$ cat config.mk
export PLATFORM = sky130hd
export DESIGN_NAME = issue_ctrl
export DESIGN_NICKNAME = d
export VERILOG_FILES = /design/src/rtl/issue_pkg.sv /design/src/rtl/issue_scoreboard.sv /design/src/rtl/issue_ctrl.sv
export SDC_FILE = /design/constraint.sdc
export NUM_CORES = 1
export LEC_CHECK = 0
export ABC_AREA = 1
export CAP_MARGIN = 5
export CORE_ASPECT_RATIO = 0.9
export CORE_MARGIN = 2
export CORE_UTILIZATION = 50
export CTS_CLUSTER_SIZE = 28
export DETAILED_ROUTE_END_ITERATION = 12
export PLACE_DENSITY = 0.76
export SYNTH_ARGS = -nofsm -noshare
export SYNTH_HDL_FRONTEND = slang
export SYNTH_SLANG_ARGS = --single-unit
export TNS_END_PERCENT = 20
$ cat constraint.sdc
create_clock -name clk -period 3.25 [get_ports clk]
set_input_delay 0.975 -clock clk [delete_from_list [all_inputs] [get_ports clk]]
set_output_delay 0.975 -clock clk [all_outputs]
set_load 0.01 [all_outputs]
$ cat src/rtl/issue_pkg.sv
// issue_pkg: shared definitions for the decode-to-execute issue controller.
//
// Holds the decoder one-hot signal bit positions, the register file geometry,
// the issue FSM state enum, the hold/payload record types and small
// classification helpers used by issue_ctrl and issue_scoreboard.
package issue_pkg;

    localparam int SIG_W     = 37;
    localparam int NUM_REGS  = 32;
    localparam int REG_IDX_W = 5;

    // Loads
    localparam int SIG_LB   = 19;
    localparam int SIG_LH   = 20;
    localparam int SIG_LW   = 21;
    localparam int SIG_LBU  = 22;
    localparam int SIG_LHU  = 23;
    // Stores
    localparam int SIG_SB   = 24;
    localparam int SIG_SH   = 25;
    localparam int SIG_SW   = 26;
    // Conditional branches
    localparam int SIG_BEQ  = 27;
    localparam int SIG_BNE  = 28;
    localparam int SIG_BLT  = 29;
    localparam int SIG_BGE  = 30;
    localparam int SIG_BLTU = 31;
    localparam int SIG_BGEU = 32;
    // Jumps
    localparam int SIG_JAL  = 33;
    localparam int SIG_JALR = 34;

    typedef enum logic {
        RUN     = 1'b0,
        WAIT_BR = 1'b1
    } issue_state_e;

    // Fields that travel from the hold register into the ID/EX register
    typedef struct packed {
        logic [REG_IDX_W-1:0] rs1;
        logic [REG_IDX_W-1:0] rs2;
        logic [REG_IDX_W-1:0] rd;
        logic [SIG_W-1:0]     sig;
        logic [31:0]          imm;
        logic [31:0]          pc;
    } payload_t;

    // Hold entry: the payload plus the bits only needed for hazard checks
    typedef struct packed {
        logic     valid;
        logic     rs1_valid;
        logic     rs2_valid;
        payload_t p;
    } hold_t;

    function automatic logic sig_is_load(input logic [SIG_W-1:0] sig);
        return |sig[SIG_LHU:SIG_LB];
    endfunction

    function automatic logic sig_is_store(input logic [SIG_W-1:0] sig);
        return |sig[SIG_SW:SIG_SB];
    endfunction

    function automatic logic sig_is_branch(input logic [SIG_W-1:0] sig);
        return |sig[SIG_BGEU:SIG_BEQ];
    endfunction

    function automatic logic sig_is_jump(input logic [SIG_W-1:0] sig);
        return |sig[SIG_JALR:SIG_JAL];
    endfunction

endpackage

$ cat src/rtl/issue_scoreboard.sv
// issue_scoreboard: pending-load register scoreboard.
//
// Ports:
//   clk, rst_n          clock, asynchronous active-low reset
//   set_en, set_idx     mark a register busy (an issuing load)
//   clr_en, clr_idx     load writeback, clears the busy bit
//   busy                registered busy vector, bit 0 always 0
//   busy_eff            busy vector as seen by hazard detection
//
// Build option: ISSUE_WB_BYPASS_EN defined lets a writeback in the current
// cycle hide its busy bit from busy_eff so a dependent can issue at once.
module issue_scoreboard
    import issue_pkg::*;
(
    input  logic                 clk,
    input  logic                 rst_n,
    input  logic                 set_en,
    input  logic [REG_IDX_W-1:0] set_idx,
    input  logic                 clr_en,
    input  logic [REG_IDX_W-1:0] clr_idx,
    output logic [NUM_REGS-1:0]  busy,
    output logic [NUM_REGS-1:0]  busy_eff
);

    logic [NUM_REGS-1:0] busy_q;
    logic [NUM_REGS-1:0] busy_d;
    logic [NUM_REGS-1:0] set_mask;
    logic [NUM_REGS-1:0] clr_mask;

    // Set is OR-ed in after the clear so it wins on a same-index collision;
    // x0 is never tracked.
    always_comb begin
        set_mask = '0;
        clr_mask = '0;
        if (set_en) set_mask[set_idx] = 1'b1;
        if (clr_en) clr_mask[clr_idx] = 1'b1;
        busy_d    = (busy_q & ~clr_mask) | set_mask;
        busy_d[0] = 1'b0;
    end

    always_ff @(posedge clk or negedge rst_n) begin
        if (!rst_n) busy_q <= '0;
        else        busy_q <= busy_d;
    end

`ifdef ISSUE_WB_BYPASS_EN
    assign busy_eff = busy_q & ~clr_mask;
`else
    assign busy_eff = busy_q;
`endif

    assign busy = busy_q;

endmodule

$ cat src/rtl/issue_ctrl.sv
// issue_ctrl: decode-to-execute issue controller.
//
// Buffers one decoded instruction in a hold register, stalls it on RAW/WAW
// hazards against pending loads, serializes branches/jumps until execute
// resolves them, and drives the registered ID/EX payload.
//
// Ports:
//   clk, rst_n                 clock, asynchronous active-low reset
//   in_valid/in_ready          decoder handshake
//   in_rs1/_valid, in_rs2/_valid, in_rd, in_sig, in_imm, in_pc  decoded fields
//   out_valid/out_ready        execute handshake
//   out_rs1..out_pc            registered ID/EX payload
//   wb_valid, wb_rd            load writeback, clears a scoreboard bit
//   br_resolve, br_taken       control-flow resolution from execute
//   busy                       scoreboard vector
//   stall_cnt                  saturating hazard-stall cycle counter
//
// Build option: ISSUE_WB_BYPASS_EN (see issue_scoreboard) allows a dependent
// instruction to issue in the same cycle as its load writeback.
module issue_ctrl
    import issue_pkg::*;
#(
    parameter int STALL_CNT_W = 16
) (
    input  logic                   clk,
    input  logic                   rst_n,
    input  logic                   in_valid,
    output logic                   in_ready,
    input  logic [4:0]             in_rs1,
    input  logic                   in_rs1_valid,
    input  logic [4:0]             in_rs2,
    input  logic                   in_rs2_valid,
    input  logic [4:0]             in_rd,
    input  logic [SIG_W-1:0]       in_sig,
    input  logic [31:0]            in_imm,
    input  logic [31:0]            in_pc,
    output logic                   out_valid,
    input  logic                   out_ready,
    output logic [4:0]             out_rs1,
    output logic [4:0]             out_rs2,
    output logic [4:0]             out_rd,
    output logic [SIG_W-1:0]       out_sig,
    output logic [31:0]            out_imm,
    output logic [31:0]            out_pc,
    input  logic                   wb_valid,
    input  logic [4:0]             wb_rd,
    input  logic                   br_resolve,
    input  logic                   br_taken,
    output logic [31:0]            busy,
    output logic [STALL_CNT_W-1:0] stall_cnt
);

    hold_t                  h_q, h_d;
    payload_t               out_q, out_d;
    logic                   out_valid_q, out_valid_d;
    issue_state_e           state_q, state_d;
    logic [STALL_CNT_W-1:0] stall_cnt_q, stall_cnt_d;

    logic [NUM_REGS-1:0] busy_eff;
    logic h_is_load, h_ctrl_flow, h_writes_rd;
    logic hazard, issue, accept, sb_set_en;
    logic run_mode, flush_hold;

    // Classify the instruction sitting in the hold register
    always_comb begin
        h_is_load   = sig_is_load(h_q.p.sig);
        h_ctrl_flow = sig_is_branch(h_q.p.sig) || sig_is_jump(h_q.p.sig);
        h_writes_rd = !sig_is_store(h_q.p.sig) && !sig_is_branch(h_q.p.sig)
                      && (h_q.p.rd != '0);
    end

    // RAW on either source, WAW on the destination
    always_comb begin
        hazard = 1'b0;
        if (h_q.rs1_valid && busy_eff[h_q.p.rs1]) hazard = 1'b1;
        if (h_q.rs2_valid && busy_eff[h_q.p.rs2]) hazard = 1'b1;
        if (h_writes_rd  && busy_eff[h_q.p.rd])   hazard = 1'b1;
    end

    assign issue     = h_q.valid && !hazard && run_mode && (!out_valid_q || out_ready);
    assign in_ready  = !h_q.valid || issue;
    assign accept    = in_valid && in_ready;
    assign sb_set_en = issue && h_is_load && (h_q.p.rd != '0);

    issue_scoreboard u_scoreboard (
        .clk      (clk),
        .rst_n    (rst_n),
        .set_en   (sb_set_en),
        .set_idx  (h_q.p.rd),
        .clr_en   (wb_valid),
        .clr_idx  (wb_rd),
        .busy     (busy),
        .busy_eff (busy_eff)
    );

    // FSM state register
    always_ff @(posedge clk or negedge rst_n) begin
        if (!rst_n) state_q <= RUN;
        else        state_q <= state_d;
    end

    // FSM next state: a resolve seen while running is ignored
    always_comb begin
        state_d = state_q;
        case (state_q)
            RUN:     if (issue && h_ctrl_flow) state_d = WAIT_BR;
            WAIT_BR: if (br_resolve)           state_d = RUN;
            default: state_d = RUN;
        endcase
    end

    // FSM outputs
    always_comb begin
        run_mode   = (state_q == RUN);
        flush_hold = (state_q == WAIT_BR) && br_resolve && br_taken;
    end

    // Hold register: a taken resolve drops both the held entry and anything
    // accepted on the same edge, since both are wrong-path.
    always_comb begin
        h_d = h_q;
        if (flush_hold) begin
            h_d.valid = 1'b0;
        end else if (accept) begin
            h_d.valid     = 1'b1;
            h_d.rs1_valid = in_rs1_valid;
            h_d.rs2_valid = in_rs2_valid;
            h_d.p.rs1     = in_rs1;
            h_d.p.rs2     = in_rs2;
            h_d.p.rd      = in_rd;
            h_d.p.sig     = in_sig;
            h_d.p.imm     = in_imm;
            h_d.p.pc      = in_pc;
        end else if (issue) begin
            h_d.valid = 1'b0;
        end
    end

    // ID/EX register: payload only changes on issue so it holds under backpressure
    always_comb begin
        out_d       = out_q;
        out_valid_d = out_valid_q;
        if (issue) begin
            out_d       = h_q.p;
            out_valid_d = 1'b1;
        end else if (out_ready) begin
            out_valid_d = 1'b0;
        end
    end

    // Saturating count of hazard stall cycles
    always_comb begin
        stall_cnt_d = stall_cnt_q;
        if (h_q.valid && hazard && run_mode && (stall_cnt_q != '1))
            stall_cnt_d = stall_cnt_q + STALL_CNT_W'(1);
    end

    always_ff @(posedge clk or negedge rst_n) begin
        if (!rst_n) begin
            h_q         <= '0;
            out_q       <= '0;
            out_valid_q <= 1'b0;
            stall_cnt_q <= '0;
        end else begin
            h_q         <= h_d;
            out_q       <= out_d;
            out_valid_q <= out_valid_d;
            stall_cnt_q <= stall_cnt_d;
        end
    end

    assign out_valid = out_valid_q;
    assign out_rs1   = out_q.rs1;
    assign out_rs2   = out_q.rs2;
    assign out_rd    = out_q.rd;
    assign out_sig   = out_q.sig;
    assign out_imm   = out_q.imm;
    assign out_pc    = out_q.pc;
    assign stall_cnt = stall_cnt_q;

endmodule

==> impl_metrics.tcl <==
set metrics [dict create \
    outcome "finished with violations" \
    failed_checks "negative setup slack" \
    required_ns 2.27 \
    grt_antenna_before_repair 3 \
    yosysMostFrequentCell "nand2_1" \
    min_period_over_period 1.03 \
    critPathMaxFanout 15 \
    cts_hold_buf 0 \
    finalInstanceArea_um2 17200 \
    finish.utilization 0.692 \
    crit_chain "clkbuf_16 > nor2_1 > nand2_1 > nand4_1 > nor2_1 > nand2_2 > nand2_2 > nor2_4 > nand3_4 > nand2_4 > buf_6" \
    synth_area_um2 12600 \
    synthTopCellsByArea "dfrtp_1 (57%), nand2_1 (22%), nand3_1 (7.6%)" \
    clock_latency_ns 0.58 \
    seq_area_frac_synth 0.566 \
    place_area_um2 16000 \
    ios 296 \
    seqPwrFrac 0.350 \
    setup_tns_ns -0.0896 \
    syn_to_final_growth_pct 37.2 \
    start_util 0.504 \
    hpwl_mm 25.5 \
    grt_pass1_vias 11200 \
    wl_mm 37.4 \
    sw_frac_of_total 0.411 \
    rrSetupSlack_ns 0.42 \
    grt_max_degree 91 \
    drt_pass1_iterations 5 \
    drive_gt1_frac 0.0743 \
    grt_pass1_wl_mm 60.1 \
    cts_setup_buffers 0 \
    ys_types 28 \
    die_y_um 154 \
    syn_area_per_cell_um2 8.10 \
    synth_ff_type "dfrtp_1" \
    syn_inst 1551 \
    ys_warn_count 0 \
    finalWeightedCongestion 0.945 \
    relSlewSlack 0.374 \
    nFillCells 2080 \
    dieArea_um2 26400 \
    synth-edff-count 0 \
    setup-violations-final 1 \
    timing.final.hold_violations 0 \
    ys_ff_latch 284 \
    fmax_ghz 0.299 \
    fin_ws_ns -0.0896 \
    drv_slew 0 \
    drtIter0Drc 998 \
    row_count 55 \
    slowest_delay_ns 0.45 \
    clk_pin_slew_ns 0.06 \
    htree_levels 1 \
    hp-class "input port to asynchronous set/reset pin" \
    cts_tree "yes" \
    drv_cap 0 \
    die_w_um 171 \
    grt_usage 0.286 \
    end_kind "output port" \
    rsz0062_at_grt "true" \
    worst_setup_path_start_kind "flop" \
    synth_common_cells "nand2_1 (723), dfrtp_1 (284), nand3_1 (191), o21ai_0 (99), inv_1 (78)" \
    clock-sinks 284 \
    grt-ovfl-total 0 \
    arrival_ns 2.36 \
    post_drt_via_cell_ratio 5.23 \
    dp_slack_ns -0.129 \
    cts_root_buffer "clkbuf_16" \
    crit_slowest_cell "dfrtp_2" \
    tightest_slew_ns 0.940 \
    ir_drop_mv 0.690 \
    synth_area_leader_cell "dfrtp_1" \
    ant_nets 0 \
    skew_ns 0.0181 \
    fin_nets 1980 \
    p_sw_mw 7.39 \
    p_clk_frac 0.202 \
    holdWs_ns 0.372 \
    p_comb_frac 0.448 \
    core-area_um2 24900 \
    async_flop_share 1.00 \
    portBuffers 294 \
    synth_top_area_share 0.566 \
    vias 11600 \
    p_int_mw 10.6 \
    wl_per_cell_um 16.9 \
    fin_crit_ns 3.34 \
    syn_nets 1682 \
    critPathKind "flop to output port" \
    numCtsBuffers 30 \
    leakage_nw 8.44 \
    cts.path.max_buffers 3 \
    drc 0 \
    p_per_area_nw_per_um2 1040 \
]
==> power groups by stage <==
stage                     combinational, mW  clock (mW)  sequential, mW
after detailed placement               7.88           0            6.26
after global routing                   8.98        3.84            6.47
after floorplan                        4.24           0            6.33
after global placement                 7.69           0            6.23
final                                  8.06        3.63            6.29
after CTS                              7.95        3.69            6.26
==> worst paths after layout <==
check,start,to,cells past startpoint
max,h_q[101],in_ready,11
max reg2reg,h_q[101],h_q[69],14
max in group asynchronous,rst_n,h_q[19],2
min,rst_n,u_scoreboard.busy[14],1
min reg2reg,h_q[100],out_sig[36],2
min in group clk,h_q[100],out_sig[36],2
==> per-layer routing <==
metal / global-route usage / part of all wire
met5: 0 / 0
met4: 0.0977 / 0.033
met3: 0.0814 / 0.10
met2: 0.440 / 0.45
met1: 0.392 / 0.41
==> worst max-delay path: cells and delay by family (launching register included) <==
family,cells,cell delay [ns]
flops,1,0.45
simple gates,9,1.00
buf+inv,2,0.34
==> layout by cell type (no fill, tap or decap), types with 10 or more instances in the layout <==
master and instances:
nor2_1 16, nor3_1 13, dfrtp_1 280, clkbuf_16 32, nand4_1 22, nand3_1 191, buf_4 41, buf_12 10
o21ai_0 93, inv_1 74, clkdlybuf4s50_1 292, xor2_1 10, nand2_1 718
==> flip-flops by register name, indices dropped and copies added (netlist names) <==
| signal | flops |
|---|---|
| u_scoreboard.busy | 31 |
| out_sig | 37 |
| h_q | 119 |
| out_rs2 | 5 |
| out_valid | 1 |
| state_q | 1 |
| stall_cnt | 16 |
| out_imm | 32 |
| out_rd | 5 |
| out_rs1 | 5 |
| out_pc | 32 |
==> final cells by class <==
cell class,instances,area [µm²],area share
multi-input combinational,1100,4780,0.277
timing repair buffer,349,3530,0.205
sequential,284,7110,0.413
inverter,84,322,0.0187
clock buffer,41,852,0.0494
tap,342,428,0.0248
antenna,2,5.00,0.000290
clock inverter,14,211,0.0123
==> metrics by stage <==
step	instances	power (mW)
after detailed placement	2157	14.1
final	2216	18.0
after global routing	2216	19.3
after CTS	2212	17.9
after global placement	2157	13.9
after floorplan	1551	10.6
==> cell families (layout without fill, tap and decap cells) <==
logic type / after synthesis / in the layout / synth area share
compound gates: 102 / 102 / 0.0409
xor+xnor: 14 / 14 / 0.00976
flops: 284 / 284 / 0.566
fa+ha+maj: 1 / 1 / 0.000996
other cells: 1 / 3 / 0.000299
simple gates: 982 / 982 / 0.322
buf+inv: 167 / 488 / 0.0601
==> timing repair <==
| item | 4_1_cts | 5_1_grt |
|---|---|---|
| gates cloned | 0 | 2 |
| pin swaps | 1 | 9 |
| endpoints found under the setup margin | 1 | 31 |
| resized for setup | 22 | 18 |
Note: power is estimated with default switching activity, not from simulation.
